$ cat src/rtl/return_stack_if.sv
// Return-address stack bus: Decode/Fetch side (master) and the stack (slave).
// Signals:
//   push, pop, pushPC, clrErr         - commands and return address from Decode
//   PCstack                           - current top of stack (0 when empty)
//   empty, full, count                - occupancy status
//   overflow, underflow               - sticky error flags
interface return_stack_if #(
    parameter int unsigned WIDTH = 32,
    parameter int unsigned AW    = 3
);
    logic             push;
    logic             pop;
    logic [WIDTH-1:0] pushPC;
    logic             clrErr;
    logic [WIDTH-1:0] PCstack;
    logic             empty;
    logic             full;
    logic [AW:0]      count;
    logic             overflow;
    logic             underflow;

    modport master (
        output push, pop, pushPC, clrErr,
        input  PCstack, empty, full, count, overflow, underflow
    );

    modport slave (
        input  push, pop, pushPC, clrErr,
        output PCstack, empty, full, count, overflow, underflow
    );
endinterface

$ cat src/rtl/return_stack.sv
// Hardware return-address stack beside Fetch; provides the PCstack redirect.
// Ports:
//   clk    - single clock, rising edge
//   reset  - synchronous, active-high; discards all entries
//   bus    - return_stack_if.slave (push/pop/pushPC/clrErr in;
//            PCstack/empty/full/count/overflow/underflow out)
// Build option:
//   RSTACK_WRAP_EN - when defined, a push on a full stack overwrites the
//                    oldest entry; otherwise that push is dropped.
module return_stack #(
    parameter int unsigned DEPTH = 8,
    parameter int unsigned AW    = 3,
    parameter int unsigned WIDTH = 32
) (
    input  logic           clk,
    input  logic           reset,
    return_stack_if.slave  bus
);
    localparam int unsigned CW = AW + 1;

    logic [WIDTH-1:0] mem_q [DEPTH];
    logic [AW-1:0]    wp_q, wp_d;
    logic [CW-1:0]    count_q, count_d;
    logic             overflow_q, overflow_d;
    logic             underflow_q, underflow_d;

    logic             wr_en;
    logic [AW-1:0]    wr_idx;
    logic             ovf_set;
    logic             udf_set;
    logic             is_empty;
    logic             is_full;
    logic [AW-1:0]    top_idx;

    assign is_empty = (count_q == CW'(0));
    assign is_full  = (count_q == CW'(DEPTH));
    assign top_idx  = wp_q - AW'(1);

    // Command decode: next pointer/count, memory write and error events.
    always_comb begin
        wp_d    = wp_q;
        count_d = count_q;
        wr_en   = 1'b0;
        wr_idx  = wp_q;
        ovf_set = 1'b0;
        udf_set = 1'b0;

        case ({bus.push, bus.pop})
            2'b11: begin
                if (is_empty) begin
                    // Nothing to replace: behaves as a push, but the pop still errs.
                    wr_en   = 1'b1;
                    wp_d    = wp_q + AW'(1);
                    count_d = CW'(1);
                    udf_set = 1'b1;
                end else begin
                    // Tail call: overwrite the top in place.
                    wr_en  = 1'b1;
                    wr_idx = top_idx;
                end
            end
            2'b10: begin
                if (!is_full) begin
                    wr_en   = 1'b1;
                    wp_d    = wp_q + AW'(1);
                    count_d = count_q + CW'(1);
                end else begin
                    ovf_set = 1'b1;
`ifdef RSTACK_WRAP_EN
                    // Circular: oldest entry sits at wp when full.
                    wr_en   = 1'b1;
                    wp_d    = wp_q + AW'(1);
`endif
                end
            end
            2'b01: begin
                if (!is_empty) begin
                    wp_d    = top_idx;
                    count_d = count_q - CW'(1);
                end else begin
                    udf_set = 1'b1;
                end
            end
            default: ;
        endcase

        // A new error in the clearing cycle survives the clear.
        overflow_d  = (overflow_q  & ~bus.clrErr) | ovf_set;
        underflow_d = (underflow_q & ~bus.clrErr) | udf_set;
    end

    // Pointer, count and flag registers.
    always_ff @(posedge clk) begin
        if (reset) begin
            wp_q        <= '0;
            count_q     <= '0;
            overflow_q  <= 1'b0;
            underflow_q <= 1'b0;
        end else begin
            wp_q        <= wp_d;
            count_q     <= count_d;
            overflow_q  <= overflow_d;
            underflow_q <= underflow_d;
        end
    end

    // Entry storage; not reset since it is masked while empty.
    always_ff @(posedge clk) begin
        if (wr_en && !reset) begin
            mem_q[wr_idx] <= bus.pushPC;
        end
    end

    assign bus.PCstack   = is_empty ? '0 : mem_q[top_idx];
    assign bus.empty     = is_empty;
    assign bus.full      = is_full;
    assign bus.count     = count_q;
    assign bus.overflow  = overflow_q;
    assign bus.underflow = underflow_q;
endmodule

$ cat src/flat_wrapper.sv
// flat-port wrapper written by rule: the top's interface ports become plain ports
module return_stack_flat 
#(
    parameter int unsigned DEPTH = 8,
    parameter int unsigned AW    = 3,
    parameter int unsigned WIDTH = 32
)
  (clk, reset, bus_push, bus_pop, bus_pushPC, bus_clrErr, bus_PCstack, bus_empty, bus_full, bus_count, bus_overflow, bus_underflow);
  return_stack_if #(.WIDTH(WIDTH), .AW(AW)) bus_i ();
  input  logic clk;
  input  logic reset;
  input wire logic [$bits(bus_i.push)-1:0] bus_push;
  input wire logic [$bits(bus_i.pop)-1:0] bus_pop;
  input wire logic [$bits(bus_i.pushPC)-1:0] bus_pushPC;
  input wire logic [$bits(bus_i.clrErr)-1:0] bus_clrErr;
  output wire logic [$bits(bus_i.PCstack)-1:0] bus_PCstack;
  output wire logic [$bits(bus_i.empty)-1:0] bus_empty;
  output wire logic [$bits(bus_i.full)-1:0] bus_full;
  output wire logic [$bits(bus_i.count)-1:0] bus_count;
  output wire logic [$bits(bus_i.overflow)-1:0] bus_overflow;
  output wire logic [$bits(bus_i.underflow)-1:0] bus_underflow;
  assign bus_i.push = bus_push;
  assign bus_i.pop = bus_pop;
  assign bus_i.pushPC = bus_pushPC;
  assign bus_i.clrErr = bus_clrErr;
  assign bus_PCstack = bus_i.PCstack;
  assign bus_empty = bus_i.empty;
  assign bus_full = bus_i.full;
  assign bus_count = bus_i.count;
  assign bus_overflow = bus_i.overflow;
  assign bus_underflow = bus_i.underflow;
  return_stack #(.DEPTH(DEPTH), .AW(AW), .WIDTH(WIDTH)) u_core (.clk(clk), .reset(reset), .bus(bus_i));
endmodule
$ cat config.mk
export PLATFORM = sky130hd
export DESIGN_NAME = return_stack_flat
export DESIGN_NICKNAME = d
export VERILOG_FILES = /design/src/rtl/return_stack_if.sv /design/src/rtl/return_stack.sv /design/src/flat_wrapper.sv
export SDC_FILE = /design/constraint.sdc
export NUM_CORES = 1
export LEC_CHECK = 0
export CORE_MARGIN = 4
export CORE_UTILIZATION = 45
export DETAILED_ROUTE_END_ITERATION = 8
export PLACE_DENSITY = 0.64
export SYNTH_ARGS = -nofsm -noshare
export SYNTH_HDL_FRONTEND = slang
export SYNTH_SLANG_ARGS = --single-unit
$ cat constraint.sdc
create_clock -name clk -period 4.1 [get_ports clk]
set_input_delay 0.82 -clock clk [delete_from_list [all_inputs] [get_ports clk]]
set_output_delay 0.82 -clock clk [all_outputs]
set_load 0.02 [all_outputs]
==> results.py, run 1 <==
metrics = {
    "run_status": {
        "status": "complete, no violations",
    },
    "floorplan": {
        "die_w_um": 160,
        "dieHeight_um": 160,
        "io_pins": 77,
        "initial_utilization": 0.458,
        "die_area_um2": 25600,
        "rows": 55,
        "coreArea_um2": 22700,
    },
    "logic_synthesis": {
        "ys_ff_latch": 265,
        "synth_xor_area_frac": 0.00337,
        "synth-compound-area-share": 0.0500,
        "synth_edf_count": 256,
        "synth_cell_types": 46,
        "synth_top_area_share": 0.739,
        "synth_cells": 493,
        "postSynth.asyncResetShare": 0,
        "yosysTopAreaCell": "edfxtp_1",
        "synthFlopType": "edfxtp_1",
        "ys_seq_area_frac": 0.756,
        "synthAdderAreaFrac": 0.00962,
        "ys_warn_count": 0,
        "synthMuxAreaShare": 0.144,
        "synth_top_family_by_area": "multiplexers",
        "synth_area_leaders": "edfxtp_1 74%, mux4_2 14%, a22o_1 2.8%",
        "yosys.area_share.simple": 0.0213,
        "syn-mean-instance-area_um2": 21.1,
        "syn_nets": 538,
        "syn_area_um2": 10400,
    },
    "sta": {
        "final.setup.tns_ps": 0,
        "drv_slew": 0,
        "fin_hold_ws_ps": 508,
        "hold_viol": 0,
        "tightestPinTransition_ps": 738,
        "fin_crit_sh": 0.959,
        "finalClockSkew_ps": 15.4,
        "setup_viol": 0,
        "fmax_mhz": 254,
        "slew_headroom": 0.501,
        "final.min_clock_period_ps": 3930,
    },
    "critical_path": {
        "rr_startpoint": "u_core.wp_q[1]",
        "slowest_stage": "clkdlybuf4s50_1",
        "crit_chain": "inv_1 > ha_4 > xnor2_2 > and2_4 > buf_4 > a22o_1 > clkdlybuf4s50_1",
        "cp.arrival_ps": 3110,
        "start_kind": "flop",
        "crit_path_max_fanout": 13,
        "rr_worst_depth": 8,
        "slowest_delay_ps": 610,
        "critPathTopFamily": "buffers and inverters",
        "crit_path_end_kind": "output port",
        "cp_num_buf_inv": 3,
        "r2r_setup_slack_ps": 1470,
        "r2r_end": "u_core.mem_q[5][8]",
        "required_ps": 3280,
        "path_class": "reg -> out",
    },
    "cells_and_area": {
        "fill_cells": 1750,
        "nets": 635,
        "stdcell_count": 894,
        "utilization": 0.550,
        "syn2layout_area_growth_pct": 20.1,
        "multi_input_area_um2": 2480,
        "drive_gt1_frac": 0.232,
        "seq_area_um2": 7870,
        "antenna_cells": 0,
    },
    "clocking": {
        "cts_made_buffers": 27,
        "clk-insertion-delay-late_ps": 520,
        "clkTransAtPathRegs_ps": 60,
        "cts_tree": "built",
        "htree_levels": 1,
        "cts_buffer_depth": 3,
        "ctsRootBufferMaster": "clkbuf_16",
        "hold_buffers": 0,
        "cts_sinks": 265,
    },
    "grt": {
        "grt_pass1_wl_mm": 32.7,
        "grt-ovfl-total": 0,
        "grt_pass1_vias": 5563,
        "antenna_found_initial": 0,
        "grt.total_usage": 0.162,
        "grt_max_degree": 69,
    },
    "placement": {
        "gp_congestion": 0.852,
        "dp_hpwl_mm": 12.3,
        "port_buffers": 76,
        "dp.cells": 844,
    },
    "min_path": {
        "min_to": "u_core.bus.underflow",
        "min_delay_path_depth": 2,
        "min_path_type": "reg -> reg",
        "min_from": "u_core.bus.underflow",
    },
    "power_and_ir_drop": {
        "p_leak_nw": 3.93,
        "irDropWorstVdd_mv": 0.373,
        "p_total_mw": 8.50,
        "power_density_nw_per_um2": 680,
    },
    "detailed_routing": {
        "first_iter_violations": 480,
        "firstDrtPassIters": 5,
        "wl_per_cell_um": 23.9,
        "drcViolationCount": 0,
        "vias": 5218,
        "wirelength_mm": 21.4,
        "antenna_left": 0,
        "vias_per_cell": 5.84,
    },
    "flow_run": {
        "max-cap-violations": 0,
    },
}
[cell type report]
cell class / instances / share of cell area
flip-flops and latches: 265 / 0.630
multi-input cells: 192 / 0.199
repair buffers: 95 / 0.0779
clock buffers: 30 / 0.0550
well taps: 285 / 0.0285
clock inverters: 18 / 0.00741
inverters: 9 / 0.00270
[cells by family (layout without fill, tap and decap cells)]
kind of cell             after synthesis  in the layout
flip-flops                           265            265
multiplexers                          70             70
AO/OA/AOI/OAI                         67             67
AND/OR/NAND/NOR                       42             43
buffers and inverters                 37            152
adder cells (fa/ha/maj)                8              8
XOR/XNOR                               4              4
[tightest hold or removal path: stages, from the launching register on]
cell and delay [ps]:
dfxtp_1 310, nand2b_1 80, a21oi_1 70
[layout by cell type (no fill, tap or decap), types with 3 or more instances in the layout]
cell type,synthesis,final
nand2_1,3,3
edfxtp_1,256,256
a21oi_1,7,7
dfxtp_1,9,8
clkbuf_16,0,27
mux4_2,64,64
inv_1,8,8
clkinv_2,0,8
a22o_1,33,33
buf_4,0,13
mux2i_1,4,4
nor2_4,0,10
nor2_1,17,8
nand3_1,3,3
clkinv_4,0,3
buf_12,0,5
clkbuf_1,15,3
nor2b_1,4,4
clkdlybuf4s50_1,0,76
ha_1,8,7
clkinv_1,0,7
nand2b_1,3,3
o21ai_0,7,7
[power breakdown]
part	switching, mW	internal, mW
Combinational	1.65	1.47
Clock	0.953	1.20
Sequential	0.0667	3.15
[metrics by stage]
stage          area, um^2  setup WS [ps]
2_1_floorplan       10400            331
3_3_place_gp        11700            585
3_5_place_dp        11700            555
4_1_cts             12500           45.4
5_1_grt             12500          -12.1
6_report            12500            170
[sequential cells by signal (all words and copies together), names as in the netlist]
signal,flops
u_core.bus.underflow,1
u_core.bus.overflow,1
u_core.bus.count,4
u_core.mem_q,256
u_core.wp_q,3
[metal layers]
layer	global-route usage	wire, um	up-vias
met5	0	0	-
met3	0.0253	1140	32
met1	0.237	9480	2738
li1	-	-	2282
met2	0.264	10400	166
met4	0.0336	388	0
[cell usage after synthesis, types with 2 or more instances]
master and instances:
a2111o_1 2, a21oi_1 7, a22o_1 33, a31oi_1 2, buf_2 11, clkbuf_1 15, dfxtp_1 9, edfxtp_1 256
ha_1 8, inv_1 8, mux2_2 2, mux2i_1 4, mux4_2 64, nand2_1 3, nand2b_1 3, nand3_1 3
nand3b_1 2, nor2_1 17, nor2b_1 4, nor4b_1 2, o211ai_1 2, o21a_1 2, o21ai_0 7, o22ai_1 2
or3_1 2, xnor2_1 3
[what timing repair did]
action,CTS,global route
endpoints found under the setup margin,0,25
gates resized for setup,0,3
setup buffers,0,1
[worst max-delay path by stage]
stage	startpoint	endpoint	slack (ps)	cells after the start
after detailed placement	bus_pop	u_core.mem_q[7][17]	550	7
after CTS	u_core.wp_q[1]	bus_PCstack[31]	50	6
final	u_core.wp_q[1]	bus_PCstack[1]	170	7
after floorplan	u_core.wp_q[0]	u_core.mem_q[5][0]	330	10
after global placement	bus_pop	u_core.mem_q[4][7]	590	7
after global routing	u_core.wp_q[1]	bus_PCstack[1]	-10	7
(Power assumes the default switching activity.)
==> run 2, diff against run 1 <==
--- a/config.mk
+++ b/config.mk
@@ -5,10 +5,12 @@
 export SDC_FILE = /design/constraint.sdc
 export NUM_CORES = 1
 export LEC_CHECK = 0
+export CELL_PAD_IN_SITES_DETAIL_PLACEMENT = 1
+export CELL_PAD_IN_SITES_GLOBAL_PLACEMENT = 2
 export CORE_MARGIN = 4
 export CORE_UTILIZATION = 45
 export DETAILED_ROUTE_END_ITERATION = 8
-export PLACE_DENSITY = 0.64
+export PLACE_DENSITY = 0.78
 export SYNTH_ARGS = -nofsm -noshare
 export SYNTH_HDL_FRONTEND = slang
 export SYNTH_SLANG_ARGS = --single-unit
==> results.py, run 2 (same netlist as run 1, synthesis figures left out) <==
metrics = {
    "run_status": {
        "status": "complete, no violations",
    },
    "sta": {
        "fin_crit_sh": 0.950,
        "hold_viol": 0,
        "setup_ws_ps": 205,
        "slew_headroom": 0.554,
        "fin_hold_ws_ps": 471,
        "drv_slew": 0,
        "setup_viol": 0,
        "fmax_mhz": 257,
        "final.setup.tns_ps": 0,
        "finalClockSkew_ps": 13.5,
        "rsz0062_at_grt": "false",
        "final.min_clock_period_ps": 3900,
        "tightestPinTransition_ps": 659,
    },
    "floorplan": {
        "io_pins": 77,
        "die_w_um": 160,
        "dieHeight_um": 160,
        "rows": 55,
        "initial_utilization": 0.458,
        "coreArea_um2": 22700,
        "die_area_um2": 25600,
    },
    "cells_and_area": {
        "stdcell_count": 902,
        "antenna_cells": 0,
        "drive_gt1_frac": 0.251,
        "largest_reg_flops": 256,
        "fill_cells": 1977,
        "final_cell_mix": "256 x edfxtp_1, 76 x clkdlybuf4s50_1, 64 x mux4_2",
        "top_register": "u_core.mem_q",
        "utilization": 0.557,
        "finalInstanceArea_um2": 12600,
        "nets": 641,
        "mostFrequentLayoutCell": "edfxtp_1",
        "syn2layout_area_growth_pct": 21.5,
    },
    "grt": {
        "grt_pass1_wl_mm": 35.1,
        "grt-ovfl-total": 0,
        "grt.total_usage": 0.178,
        "antenna_found_initial": 0,
        "grt_pass1_vias": 5690,
        "grt_max_degree": 69,
    },
    "detailed_routing": {
        "vias": 5244,
        "wl_per_cell_um": 25.1,
        "first_iter_violations": 507,
        "firstDrtPassIters": 5,
        "drcViolationCount": 0,
        "antenna_left": 0,
        "vias_per_cell": 5.81,
        "wirelength_mm": 22.7,
    },
    "critical_path": {
        "crit_path_end_kind": "output port",
        "critPathTopFamily": "buffers and inverters",
        "cp.arrival_ps": 3080,
        "slowest_delay_ps": 560,
        "required_ps": 3280,
        "slowest_stage": "clkdlybuf4s50_1",
        "path_class": "reg -> out",
        "start_kind": "flop",
        "crit_chain": "inv_1 > ha_4 > buf_12 > mux4_2 > a22o_1 > clkdlybuf4s50_1",
        "crit_path_max_fanout": 31,
        "cp_num_buf_inv": 3,
    },
    "flow_run": {
        "max-cap-violations": 0,
    },
    "placement": {
        "dp_hpwl_mm": 13.4,
        "gp_congestion": 0.738,
        "placed_area_um2": 11700,
        "port_buffers": 76,
        "dp_slack_ps": 574,
        "dp.cells": 846,
    },
    "clocking": {
        "cts_buffer_depth": 3,
        "cts_made_buffers": 27,
        "ctsRootBufferMaster": "clkbuf_16",
        "cts_sinks": 265,
        "clk-insertion-delay-late_ps": 530,
        "htree_levels": 1,
        "cts_tree": "built",
        "clkTransAtPathRegs_ps": 60,
    },
    "power_and_ir_drop": {
        "p_total_mw": 8.84,
        "irDropWorstVdd_mv": 0.427,
        "p_leak_nw": 4.02,
        "power_density_nw_per_um2": 699,
    },
    "min_path": {
        "min_path_type": "reg -> reg",
    },
}
[run 2: cell count changes in the layout (fill, tap and decap cells not counted), sizes merged]
cell      delta
clkinv       -2
nor2         -1
inv          +1
buf          +7
clkinvlp     +1
clkbuf       -2
bufinv       +4
[run 2: repair_timing]
| item | in CTS | in global routing |
|---|---|---|
| endpoints found under the hold margin | 0 | 0 |
| resized for setup | 0 | 1 |
| endpoints found under the setup margin | 0 | 17 |
| hold buffers | 0 | 0 |
| setup buffers | 0 | 6 |
[run 2: worst register-to-register path: stages, from the launching register on]
cell	delay [ps]
dfxtp_1	450
inv_1	120
ha_4	510
buf_8	220
nand2b_1	70
mux2i_1	250
mux2i_1	230
nor2_4	140
buf_4	370
[run 2: metal layers]
metal | global-route usage | wire [um] | part of all wire | up-vias
met5 | 0 | 0 | 0 | -
met3 | 0.0289 | 1320 | 0.058 | 26
met1 | 0.255 | 9540 | 0.42 | 2761
met2 | 0.293 | 11500 | 0.51 | 165
li1 | - | - | - | 2292
met4 | 0.0395 | 326 | 0.014 | 0
[run 2: final timing paths]
kind	from	endpoint	slack [ps]	depth (start not counted)
max	u_core.wp_q[1]	bus_PCstack[14]	200	6
max reg2reg	u_core.wp_q[1]	u_core.mem_q[4][27]	1380	8
min	u_core.bus.underflow	u_core.bus.underflow	470	2
min reg2reg	u_core.bus.underflow	u_core.bus.underflow	470	2
[run 2: final cells by class]
cell class / instances / area, um^2 / share of cell area
flip-flops and latches: 265 / 7870 / 0.622
multi-input cells: 191 / 2460 / 0.195
inverters: 9 / 33.8 / 0.00267
clock buffers: 28 / 679 / 0.0537
repair buffers: 102 / 1030 / 0.0811
clock inverters: 22 / 218 / 0.0172
well taps: 285 / 357 / 0.0282
[run 2: power by group]
group / internal (mW) / leakage (nW) / total [mW] / switching, mW
Combinational: 1.52 / 1.18 / 3.17 / 1.65
Clock: 1.46 / 0.453 / 2.46 / 0.997
Sequential: 3.15 / 2.39 / 3.22 / 0.0681
Total: 6.13 / 4.02 / 8.84 / 2.71
==> run 3, diff against run 2 <==
--- a/config.mk
+++ b/config.mk
@@ -10,6 +10,7 @@
 export CORE_MARGIN = 4
 export CORE_UTILIZATION = 45
 export DETAILED_ROUTE_END_ITERATION = 8
+export MAX_ROUTING_LAYER = met4
 export PLACE_DENSITY = 0.78
 export SYNTH_ARGS = -nofsm -noshare
 export SYNTH_HDL_FRONTEND = slang
==> constraint.sdc (replaced) <==
create_clock -name clk -period 4.1 [get_ports clk]
set_input_delay 1.025 -clock clk [delete_from_list [all_inputs] [get_ports clk]]
set_output_delay 1.025 -clock clk [all_outputs]
set_load 0.02 [all_outputs]
==> results.py, run 3 (same netlist as run 1, synthesis figures left out) <==
metrics = {
    "detailed_routing": {
        "drcViolationCount": 0,
        "vias": 5288,
        "firstDrtPassIters": 4,
        "vias_per_cell": 5.82,
        "first_iter_violations": 412,
        "wirelength_mm": 22.9,
        "wl_per_cell_um": 25.3,
        "antenna_left": 0,
    },
    "floorplan": {
        "io_pins": 77,
        "coreArea_um2": 22700,
        "initial_utilization": 0.458,
        "rows": 55,
        "dieHeight_um": 160,
        "die_w_um": 160,
        "die_area_um2": 25600,
    },
    "placement": {
        "dp_hpwl_mm": 13.0,
        "dp.cells": 846,
        "port_buffers": 76,
        "gp_congestion": 0.782,
    },
    "sta": {
        "fmax_mhz": 254,
        "drv_slew": 0,
        "final.min_clock_period_ps": 3930,
        "finalClockSkew_ps": 16.6,
        "fin_crit_sh": 0.959,
        "final.setup.tns_ps": 0,
        "tightestPinTransition_ps": 712,
        "hold_viol": 0,
        "setup_viol": 0,
        "rsz0062_at_grt": "false",
        "slew_headroom": 0.519,
    },
    "min_path": {
        "min_from": "u_core.bus.underflow",
        "min_path_type": "reg -> reg",
        "min_delay_path_depth": 2,
        "min_to": "u_core.bus.underflow",
    },
    "power_and_ir_drop": {
        "p_total_mw": 9.04,
        "irDropWorstVdd_mv": 0.380,
        "p_leak_nw": 4.06,
        "power_density_nw_per_um2": 707,
    },
    "grt": {
        "grt_pass1_vias": 5865,
        "grt-ovfl-total": 0,
        "grt.total_usage": 0.185,
        "antenna_found_initial": 0,
        "grt_max_degree": 69,
        "grt_pass1_wl_mm": 35.6,
    },
    "cells_and_area": {
        "syn2layout_area_growth_pct": 22.8,
        "drive_gt1_frac": 0.254,
        "final_cell_mix": "256 x edfxtp_1, 75 x clkdlybuf4s50_1, 64 x mux4_2",
        "utilization": 0.563,
        "stdcell_count": 908,
        "antenna_cells": 0,
        "multi_input_area_um2": 2500,
        "top_register": "u_core.mem_q",
        "nets": 646,
        "seq_area_um2": 7870,
        "mostFrequentLayoutCell": "edfxtp_1",
        "fill_cells": 1971,
        "largest_reg_flops": 256,
    },
    "clocking": {
        "clkTransAtPathRegs_ps": 60,
        "htree_levels": 1,
        "cts_sinks": 265,
        "ctsRootBufferMaster": "clkbuf_16",
        "cts_made_buffers": 28,
        "clk-insertion-delay-late_ps": 530,
        "cts_buffer_depth": 3,
        "hold_buffers": 0,
        "cts_tree": "built",
    },
    "critical_path": {
        "r2r_end": "u_core.mem_q[4][10]",
        "slowest_delay_ps": 540,
        "crit_path_end_kind": "output port",
        "r2r_setup_slack_ps": 1450,
        "path_class": "reg -> out",
        "crit_chain": "inv_1 > ha_4 > buf_4 > buf_8 > mux4_2 > a22o_1 > clkdlybuf4s50_1",
        "rr_startpoint": "u_core.bus.count[0]",
        "required_ps": 3070,
        "start_kind": "flop",
        "crit_path_max_fanout": 13,
        "rr_worst_depth": 6,
        "cp.arrival_ps": 2910,
        "slowest_stage": "clkdlybuf4s50_1",
    },
    "run_status": {
        "status": "complete, no violations",
    },
    "flow_run": {
        "max-cap-violations": 0,
    },
}
run 3: metrics by stage:
| stage | hold WS (ps) | setup slack, ps | area (um^2) |
|---|---|---|---|
| 5_1_grt | 525 | 31.9 | 12800 |
| 3_3_place_gp | 460 | 409 | 11700 |
| 6_report | 490 | 167 | 12800 |
| 4_1_cts | 497 | 29.7 | 12700 |
| 3_5_place_dp | 486 | 351 | 11700 |
| 2_1_floorplan | 543 | 296 | 10400 |
run 3: worst max-delay path by stage:
stage / startpoint / endpoint / slack [ps] / cells past startpoint
CTS: u_core.wp_q[1] / bus_PCstack[8] / 30 / 6
finish: u_core.wp_q[1] / bus_PCstack[15] / 170 / 7
detailed placement: u_core.bus.count[3] / bus_PCstack[18] / 350 / 5
global route: u_core.wp_q[1] / bus_PCstack[12] / 30 / 6
floorplan: bus_pop / u_core.mem_q[1][0] / 300 / 5
global placement: u_core.bus.count[3] / bus_PCstack[31] / 410 / 5
run 3: layout make-up:
class | instances | area share
Clock buffer | 31 | 0.0573
Clock inverter | 21 | 0.0144
Inverter | 9 | 0.00264
Multi-Input combinational cell | 192 | 0.195
Sequential cell | 265 | 0.616
Tap cell | 285 | 0.0279
Timing Repair Buffer | 105 | 0.0867
run 3: report_power, final:
group / switching [mW] / leakage (nW) / internal (mW) / total [mW]
sequential: 0.0574 / 2.39 / 3.15 / 3.21
clock: 1.00 / 0.449 / 1.47 / 2.48
combinational: 1.74 / 1.22 / 1.61 / 3.35
total: 2.80 / 4.06 / 6.24 / 9.04
run 3: worst max-delay path: cells and delay by family (launching register included):
kind	cells	cell delay, ps
fa+ha+maj	1	390
flops	1	440
buf+inv	4	960
mux	1	340
compound gates	1	250
run 3: timing repair:
action                     in CTS  in global routing
setup buffers                   1                  8
hold endpoints to repair        0                  0
setup endpoints to repair      31                 17
gates cloned                    1                  0
resized for setup               5                  0
pin swaps                       2                  3
run 3: routing by layer:
metal  track usage  vias to the layer above  share of wire
li1              -                     2289              -
met1         0.254                     2813           0.42
met2         0.303                      157           0.51
met3        0.0266                       29          0.051
met4        0.0375                        0          0.013
met5             -                        -              0
